$ cat src/rtl/emg_pkg.sv
// emg_pkg: shared FSM state encoding and default sizing for the EMG scan sequencer.
package emg_pkg;
  typedef enum logic [2:0] {IDLE, SETTLE, HOLD, CONVERT, EMIT} state_t;
  localparam int SETTLE_CYC_DEF = 4;
  localparam int DATA_W_DEF = 12;
  localparam int SET_W = 8;
endpackage

$ cat src/rtl/emg_ch_counter.sv
// emg_ch_counter: wrapping channel index with increment, direct load and terminal count.
module emg_ch_counter #(
  parameter int MAX = 7,
  parameter int W = 3
) (
  input  logic         Clk,
  input  logic         Reset,
  input  logic         inc,
  input  logic         load,
  input  logic [W-1:0] load_val,
  output logic [W-1:0] cnt,
  output logic         tc
);
  logic [W-1:0] cnt_q, cnt_d;
  assign tc = cnt_q == W'(MAX);
  assign cnt = cnt_q;
  always_comb cnt_d = load ? load_val : inc ? (tc ? '0 : cnt_q + 1'b1) : cnt_q;
  always_ff @(posedge Clk) cnt_q <= Reset ? '0 : cnt_d;
endmodule

$ cat src/rtl/emg_scan_sequencer.sv
// emg_scan_sequencer: multiplexed EMG channel scanner driving mux, sample-and-hold and ADC.
// Define EMG_SCAN_CH_MASK_EN to add the Ch_mask input that skips unselected channels.
module emg_scan_sequencer import emg_pkg::*; #(
  parameter int NUM_CH = 8,
  parameter int CH_BITS = 3,
  parameter int SETTLE_CYC = SETTLE_CYC_DEF,
  parameter int DATA_W = DATA_W_DEF
) (
  input  logic               Clk,
  input  logic               Reset,
  input  logic               Enable,
  input  logic               Adc_done,
  input  logic [DATA_W-1:0]  Adc_data,
`ifdef EMG_SCAN_CH_MASK_EN
  input  logic [NUM_CH-1:0]  Ch_mask,
`endif
  output logic [CH_BITS-1:0] Mux_sel,
  output logic               Sh_hold,
  output logic               Adc_start,
  output logic               Sample_valid,
  output logic [DATA_W-1:0]  Sample_data,
  output logic [CH_BITS-1:0] Sample_ch,
  output logic               Frame_done,
  output logic               Busy
);
  state_t state_q, state_d;
  logic [SET_W-1:0] set_q, set_d;
  logic hold_q, hold_d, start_q, start_d, valid_q, valid_d, fd_q, fd_d, busy_q, busy_d;
  logic [DATA_W-1:0] data_q, data_d;
  logic [CH_BITS-1:0] sch_q, sch_d;
  logic [CH_BITS-1:0] ch, first_ch, adv_ch, load_val;
  logic tc, inc, load, go, last;
`ifdef EMG_SCAN_CH_MASK_EN
  localparam bit USE_MASK = 1'b1;
  logic [CH_BITS-1:0] hi_ch;
  // Nearest enabled channel at or after (incl) / strictly after cur, wrapping.
  function automatic logic [CH_BITS-1:0] next_ch(input logic [NUM_CH-1:0] m,
                                                 input logic [CH_BITS-1:0] cur, input logic incl);
    int best;
    next_ch = cur;
    best = NUM_CH + 1;
    for (int i = 0; i < NUM_CH; i++) begin
      int dist;
      dist = i - int'(cur);
      if (dist < 0 || (dist == 0 && !incl)) dist += NUM_CH;
      if (m[i] && dist < best) begin
        best = dist;
        next_ch = CH_BITS'(i);
      end
    end
  endfunction
  always_comb begin
    hi_ch = '0;
    for (int i = 0; i < NUM_CH; i++) if (Ch_mask[i]) hi_ch = CH_BITS'(i);
  end
  assign go = |Ch_mask;
  assign last = ch == hi_ch;
  assign first_ch = next_ch(Ch_mask, ch, 1'b1);
  assign adv_ch = next_ch(Ch_mask, ch, 1'b0);
`else
  localparam bit USE_MASK = 1'b0;
  assign go = 1'b1;
  assign last = tc;
  assign first_ch = ch;
  assign adv_ch = ch;
`endif
  emg_ch_counter #(.MAX(NUM_CH - 1), .W(CH_BITS)) u_ch (
    .Clk(Clk), .Reset(Reset), .inc(inc), .load(load), .load_val(load_val), .cnt(ch), .tc(tc)
  );
  always_comb begin
    state_d = state_q;
    set_d = set_q;
    data_d = data_q;
    sch_d = sch_q;
    fd_d = 1'b0;
    inc = 1'b0;
    load = 1'b0;
    load_val = state_q == IDLE ? first_ch : adv_ch;
    case (state_q)
      IDLE: if (Enable && go) begin
        state_d = SETTLE;
        load = USE_MASK;
      end
      SETTLE: begin
        set_d = set_q + 1'b1;
        if (set_q == SET_W'(SETTLE_CYC - 1)) begin
          state_d = HOLD;
          set_d = '0;
        end
      end
      HOLD: state_d = CONVERT;
      CONVERT: if (Adc_done) begin
        state_d = EMIT;
        data_d = Adc_data;
        sch_d = ch;
        fd_d = last;
      end
      EMIT: begin
        state_d = Enable && go ? SETTLE : IDLE;
        inc = !USE_MASK;
        load = USE_MASK;
      end
      default: state_d = IDLE;
    endcase
    hold_d = state_d == HOLD || state_d == CONVERT;
    start_d = state_d == HOLD;
    valid_d = state_d == EMIT;
    busy_d = state_d != IDLE;
  end
  always_ff @(posedge Clk) begin
    if (Reset) begin
      state_q <= IDLE;
      set_q <= '0;
      hold_q <= 1'b0;
      start_q <= 1'b0;
      valid_q <= 1'b0;
      fd_q <= 1'b0;
      busy_q <= 1'b0;
      data_q <= '0;
      sch_q <= '0;
    end else begin
      state_q <= state_d;
      set_q <= set_d;
      hold_q <= hold_d;
      start_q <= start_d;
      valid_q <= valid_d;
      fd_q <= fd_d;
      busy_q <= busy_d;
      data_q <= data_d;
      sch_q <= sch_d;
    end
  end
  assign Mux_sel = ch;
  assign Sh_hold = hold_q;
  assign Adc_start = start_q;
  assign Sample_valid = valid_q;
  assign Sample_data = data_q;
  assign Sample_ch = sch_q;
  assign Frame_done = fd_q;
  assign Busy = busy_q;
endmodule

$ cat config.mk
export PLATFORM = sky130hd
export DESIGN_NAME = emg_scan_sequencer
export DESIGN_NICKNAME = d
export VERILOG_FILES = /design/src/rtl/emg_pkg.sv /design/src/rtl/emg_ch_counter.sv /design/src/rtl/emg_scan_sequencer.sv
export SDC_FILE = /design/constraint.sdc
export NUM_CORES = 1
export LEC_CHECK = 0
export CORE_MARGIN = 3
export CORE_UTILIZATION = 46
export DETAILED_ROUTE_END_ITERATION = 6
export PLACE_DENSITY = 0.82
export SYNTH_ARGS = -nofsm -noshare
export SYNTH_HDL_FRONTEND = slang
export SYNTH_SLANG_ARGS = --single-unit
export TNS_END_PERCENT = 20
$ cat constraint.sdc
create_clock -name Clk -period 1.8 [get_ports Clk]
set_input_delay 0.18 -clock Clk [delete_from_list [all_inputs] [get_ports Clk]]
set_output_delay 0.18 -clock Clk [all_outputs]
set_load 0.01 [all_outputs]
After elaboration in Yosys (flattened, before gate mapping). Cells that the tools add are included. W data, S select, Z words.

Flip-flop bits (word level): 34. Bits of input ports: 16. Output and inout port bits: 23. Logic and storage cells: 36.

Add/subtract/negate cells: 2. Eq/ne operators: 9. Muxes and demuxes: 8. Bitwise gates (word level): 2. Reduce and logical (&&, ||, !) cells: 5.

Operator list (number): $pmux W3 S5 (1); $eq A3 B2 Y1 const B (4); $mux W3 (4); $eq A3 B3 Y1 const B (3); $add A8 B1 Y8 const B (1); $eq A8 B2 Y1 const B (1); $mux W8 (1); $add A3 B1 Y3 const B (1); $eq A3 B1 Y1 const B (1); $logic_not A3 Y1 (1); $reduce_bool A3 Y1 (1); $reduce_or A3 Y1 (1); $mux W1 (2); $not A1 Y1 (2); $reduce_and A2 Y1 (1); $logic_or A1 B1 Y1 (1).

Logic depth before layout (Yosys ltp). Gate-level depths: netlist (run 1).

Depth in word-level cells: 5. Mapped depth: 6. Gate-level depth less buffers: 5.

Hierarchy. Synthesis (run 1) repeated with hierarchy kept, for this count alone.

Cells, all modules: 156. Area total of the unflattened synthesis: 1347.5 µm².

By module, submodules not included: emg_scan_sequencer (instances 1, cells each 140, area each 1174.9 µm²); emg_ch_counter (instances 1, cells each 16, area each 172.7 µm²).

Least setup slack after synthesis (run 1). No wires, ideal clock.

Path kind: reg2reg. Start: reg set_q[0]. End: reg set_q[0]. Arrival: 1.448 ns. Slack: 0.223 ns. Stages on the path, launching flop included: 5. Buffers on the path: 0. Cell sequence: dfxtp_1 > ha_1 > or4b_1 > o31ai_2 > nor2_1.

Cells in the longest elaborated chain, start to end: 2. Elaborated cells between the ends (all ways): 3.

Ends and longest elaborated chain: start: declaration (RTL line emg_scan_sequencer.sv:27) `logic [SET_W-1:0] set_q, set_d;`; start signal: assignment (RTL line emg_scan_sequencer.sv:123) `set_q <= set_d;`; $add A8 B1 Y8 or $eq A8 B2 Y1 (tied branches) (RTL line emg_scan_sequencer.sv:85, emg_scan_sequencer.sv:86); $mux W8 (*) (RTL line emg_scan_sequencer.sv:86) `if (set_q == SET_W'(SETTLE_CYC - 1)) begin`.

Every way passes the cells marked *; elsewhere a longest branch is shown, timed or not. A chain may end at the register's enable or synchronous reset.

Final worst setup path (run 1). Same ends and word-level chain as after synthesis.

==> reports/results.ini, run 1 <==
[grt]
top_usage_layer = met2
grt_antenna_before_repair = 0
grt_pass1_vias = 1109
grt.met2_usage = 0.2932
grt_first_pass_wirelength_um = 4857
overflow = 0
globalRouteTotalUtil = 0.1821
grtUsageMet1 = 0.2144
use_met3 = 0.07343
grt_max_degree = 17

[placement]
dp_cells = 222
dpl_cell_area_mm2 = 0.001763
portBuffers = 38
dpl.hpwl_um = 2214
place_congestion = 0.9189

[finish]
final_common_cell = clkdlybuf4s50_1
num_antenna_cells = 0
final_nets = 218
drive_gt1_frac = 0.08000
final_cell_mix = clkdlybuf4s50_1, nand2_1, dfxtp_1, a21oi_1, nor2_1
utilization = 0.6961
final_cells = 230
fin_area_mm2 = 0.001834
area_growth_pct = 36.37

[timing]
max_freq_mhz = 593.3
worstMarginPinSlew_ns = 0.5514
finalSetupTns_ns = 0
max_slew_margin = 0.6316
hold_violations = 0
setup_viol = 0
rsz0062_at_grt = no
period_share = 0.9364
fin_skew_ns = 0.004467
period_needed_ns = 1.686
drv_slew = 0

[power_and_ir_drop]
ir_drop_v = 0.0005869
p_per_area_mw_per_mm2 = 703.0
power_mw = 1.289
p_switching_uw = 290.7
leakage_nw = 0.6267
p_seq_frac = 0.594
power_frac_comb = 0.067
p_int_uw = 998.8
power_frac_clock = 0.339
swShare = 0.2254

[floorplanning]
die_area_mm2 = 0.003609
rows = 18
start_util = 0.5104
die_w_um = 60.08
placeableCoreArea_mm2 = 0.002635
io_pins = 39
die_height_um = 60.08

[critical_path]
path_cells = ha_2 -> or4b_1 -> o31ai_4 -> nor2_1
required_ns = 2.03
critical_path_class = reg -> reg
critPathLaunchType = flip-flop
critical_path_arrival_ns = 1.92
max_stage_delay_ns = 0.53
cp_max_fo = 5
reg2reg_from = set_q[0]
slowest_stage = or4b_1
endpoint_kind = flip-flop
cp-startpoint = set_q[0]

[detailed_routing]
vias_per_cell = 5.322
drtPass1Iterations = 4
remaining_drc_errors = 0
drtIter0Drc = 44
vias = 1224
drtAntennaViolNets = 0
routed_wl_um = 2981
wl_per_cell_um = 12.96

[synthesis]
synth_cell_type_count = 32
yosysWarnings = 0
synth_area_mm2 = 0.001345
ys_ff_latch = 34
syn-num-nets = 176
synth_area_per_cell_um2 = 8.567
synthCells = 157
synth_seq_area_share = 0.5060

[run]
maxCapViolations = 0

[clocking]
ctsHtreeMaxLevel = 2
numCtsBuffers = 5
clk_path_buf_depth = 2
clockRootBuffer = clkbuf_4
clk-insertion-delay-late_ns = 0.34
clkTransAtPathRegs_ns = 0.10
clock-sinks = 34
cts_tree = built

[outcome]
outcome = finished, final reports clean

[worst_hold_path]
hp-class = in -> reg
min_from = Adc_data[4]

[synth_stat cells]
| master | instances | area share |
|---|---|---|
| a211o_1 | 1 | 0.0065 |
| a21oi_1 | 26 | 0.097 |
| a31oi_1 | 1 | 0.0047 |
| and3_1 | 1 | 0.0047 |
| and4b_1 | 1 | 0.0074 |
| buf_2 | 3 | 0.011 |
| buf_6 | 1 | 0.0084 |
| clkbuf_1 | 5 | 0.014 |
| dfxtp_1 | 34 | 0.51 |
| ha_1 | 3 | 0.028 |
| inv_1 | 2 | 0.0056 |
| mux2i_1 | 2 | 0.015 |
| nand2_1 | 37 | 0.10 |
| nand2b_1 | 1 | 0.0047 |
| nand3_1 | 3 | 0.011 |
| nand3b_1 | 2 | 0.011 |
| nand4_1 | 1 | 0.0047 |
| nand4b_1 | 1 | 0.0065 |
| nand4bb_1 | 1 | 0.0084 |
| nor2_1 | 8 | 0.022 |
| nor3_1 | 1 | 0.0037 |
| nor3b_1 | 2 | 0.011 |
| nor4b_1 | 1 | 0.0065 |
| o21ai_0 | 5 | 0.019 |
| o31ai_1 | 2 | 0.011 |
| o31ai_2 | 1 | 0.0093 |
| or2_2 | 1 | 0.0047 |
| or3_1 | 5 | 0.023 |
| or3b_1 | 1 | 0.0065 |
| or4_1 | 2 | 0.011 |
| or4b_1 | 1 | 0.0074 |
| xnor2_1 | 1 | 0.0065 |
[critical path: cells and delay by family, from the launching register on]
| kind | cells | cell delay (ns) |
|---|---|---|
| adders and majority gates | 1 | 0.25 |
| AOI/OAI and AO/OA | 1 | 0.30 |
| and+or+nand+nor | 2 | 0.61 |
| DFF | 1 | 0.42 |
[cell families after synthesis]
kind of cell    share of synthesized area
simple gates                       0.2586
compound gates                     0.1470
flops                              0.5060
buf+inv                           0.03907
fa+ha+maj                         0.02791
mux                               0.01488
xor+xnor                         0.006513
[routing by layer]
| metal | vias up | part of all wire | wire length, um |
|---|---|---|---|
| met2 | 40 | 0.47 | 1403 |
| met4 | 0 | 0.013 | 40 |
| met1 | 549 | 0.43 | 1279 |
| met3 | 6 | 0.087 | 258 |
| li1 | 629 | - | - |
| met5 | - | 0 | 0 |
[final cells by class]
| type | instances | area (um2) |
|---|---|---|
| fillers | 219 | 800.8 |
| flip-flops and latches | 34 | 680.7 |
| multi-input cells | 112 | 623.1 |
| repair buffers | 44 | 425.4 |
| clock buffers | 7 | 55.05 |
| well taps | 30 | 37.54 |
| inverters | 2 | 7.507 |
| clock inverters | 1 | 5.005 |
[power groups by stage]
stage          Sequential (mW)  Combinational [mW]  Clock (mW)
2_1_floorplan            0.781              0.0356           0
3_3_place_gp             0.782              0.0836           0
3_5_place_dp             0.783              0.0844           0
4_1_cts                  0.765              0.0868       0.447
5_1_grt                  0.766              0.0938       0.476
6_report                 0.765              0.0864       0.438
[per-stage QoR]
| step | worst slack [ns] | hold slack (ns) |
|---|---|---|
| floorplan | 0.2230 | 0.3160 |
| global placement | 0.1312 | 0.4412 |
| detailed placement | 0.005134 | 0.4472 |
| CTS | 0.05838 | 0.3747 |
| global route | 0.02237 | 0.3930 |
| finish | 0.1145 | 0.3822 |
[sequential cells by signal (all words and copies together), names as in the netlist]
signal	cells
u_ch.cnt	3
Sample_ch	3
Sample_valid	1
Frame_done	1
Sample_data	12
set_q	8
state_q	3
Busy	1
Sh_hold	1
Adc_start	1
[worst paths after layout]
| kind | end | slack (ns) | cells after the start |
|---|---|---|---|
| worst min register to register | Sample_data[4] | 0.46 | 2 |
| worst max register to register | set_q[0] | 0.11 | 4 |
| worst min-delay path | Sample_data[4] | 0.38 | 3 |
| worst max-delay path | set_q[0] | 0.11 | 4 |
[timing repair]
action                                  in CTS  in global routing
pin swaps                                    0                  1
endpoints found under the setup margin       3                  5
resized for setup                            1                  1
setup buffers                                0                  0
hold buffers                                 0                  0
Note: power is estimated with default switching activity, not from simulation.
==> inputs of run 2 (changes only) <==
--- a/config.mk
+++ b/config.mk
@@ -9,6 +9,7 @@
 export CORE_UTILIZATION = 46
 export DETAILED_ROUTE_END_ITERATION = 6
 export PLACE_DENSITY = 0.82
+export SLEW_MARGIN = 20
 export SYNTH_ARGS = -nofsm -noshare
 export SYNTH_HDL_FRONTEND = slang
 export SYNTH_SLANG_ARGS = --single-unit
==> results of run 2 <==
No change in the layout: final DEF, timing and power equal those of run 1.
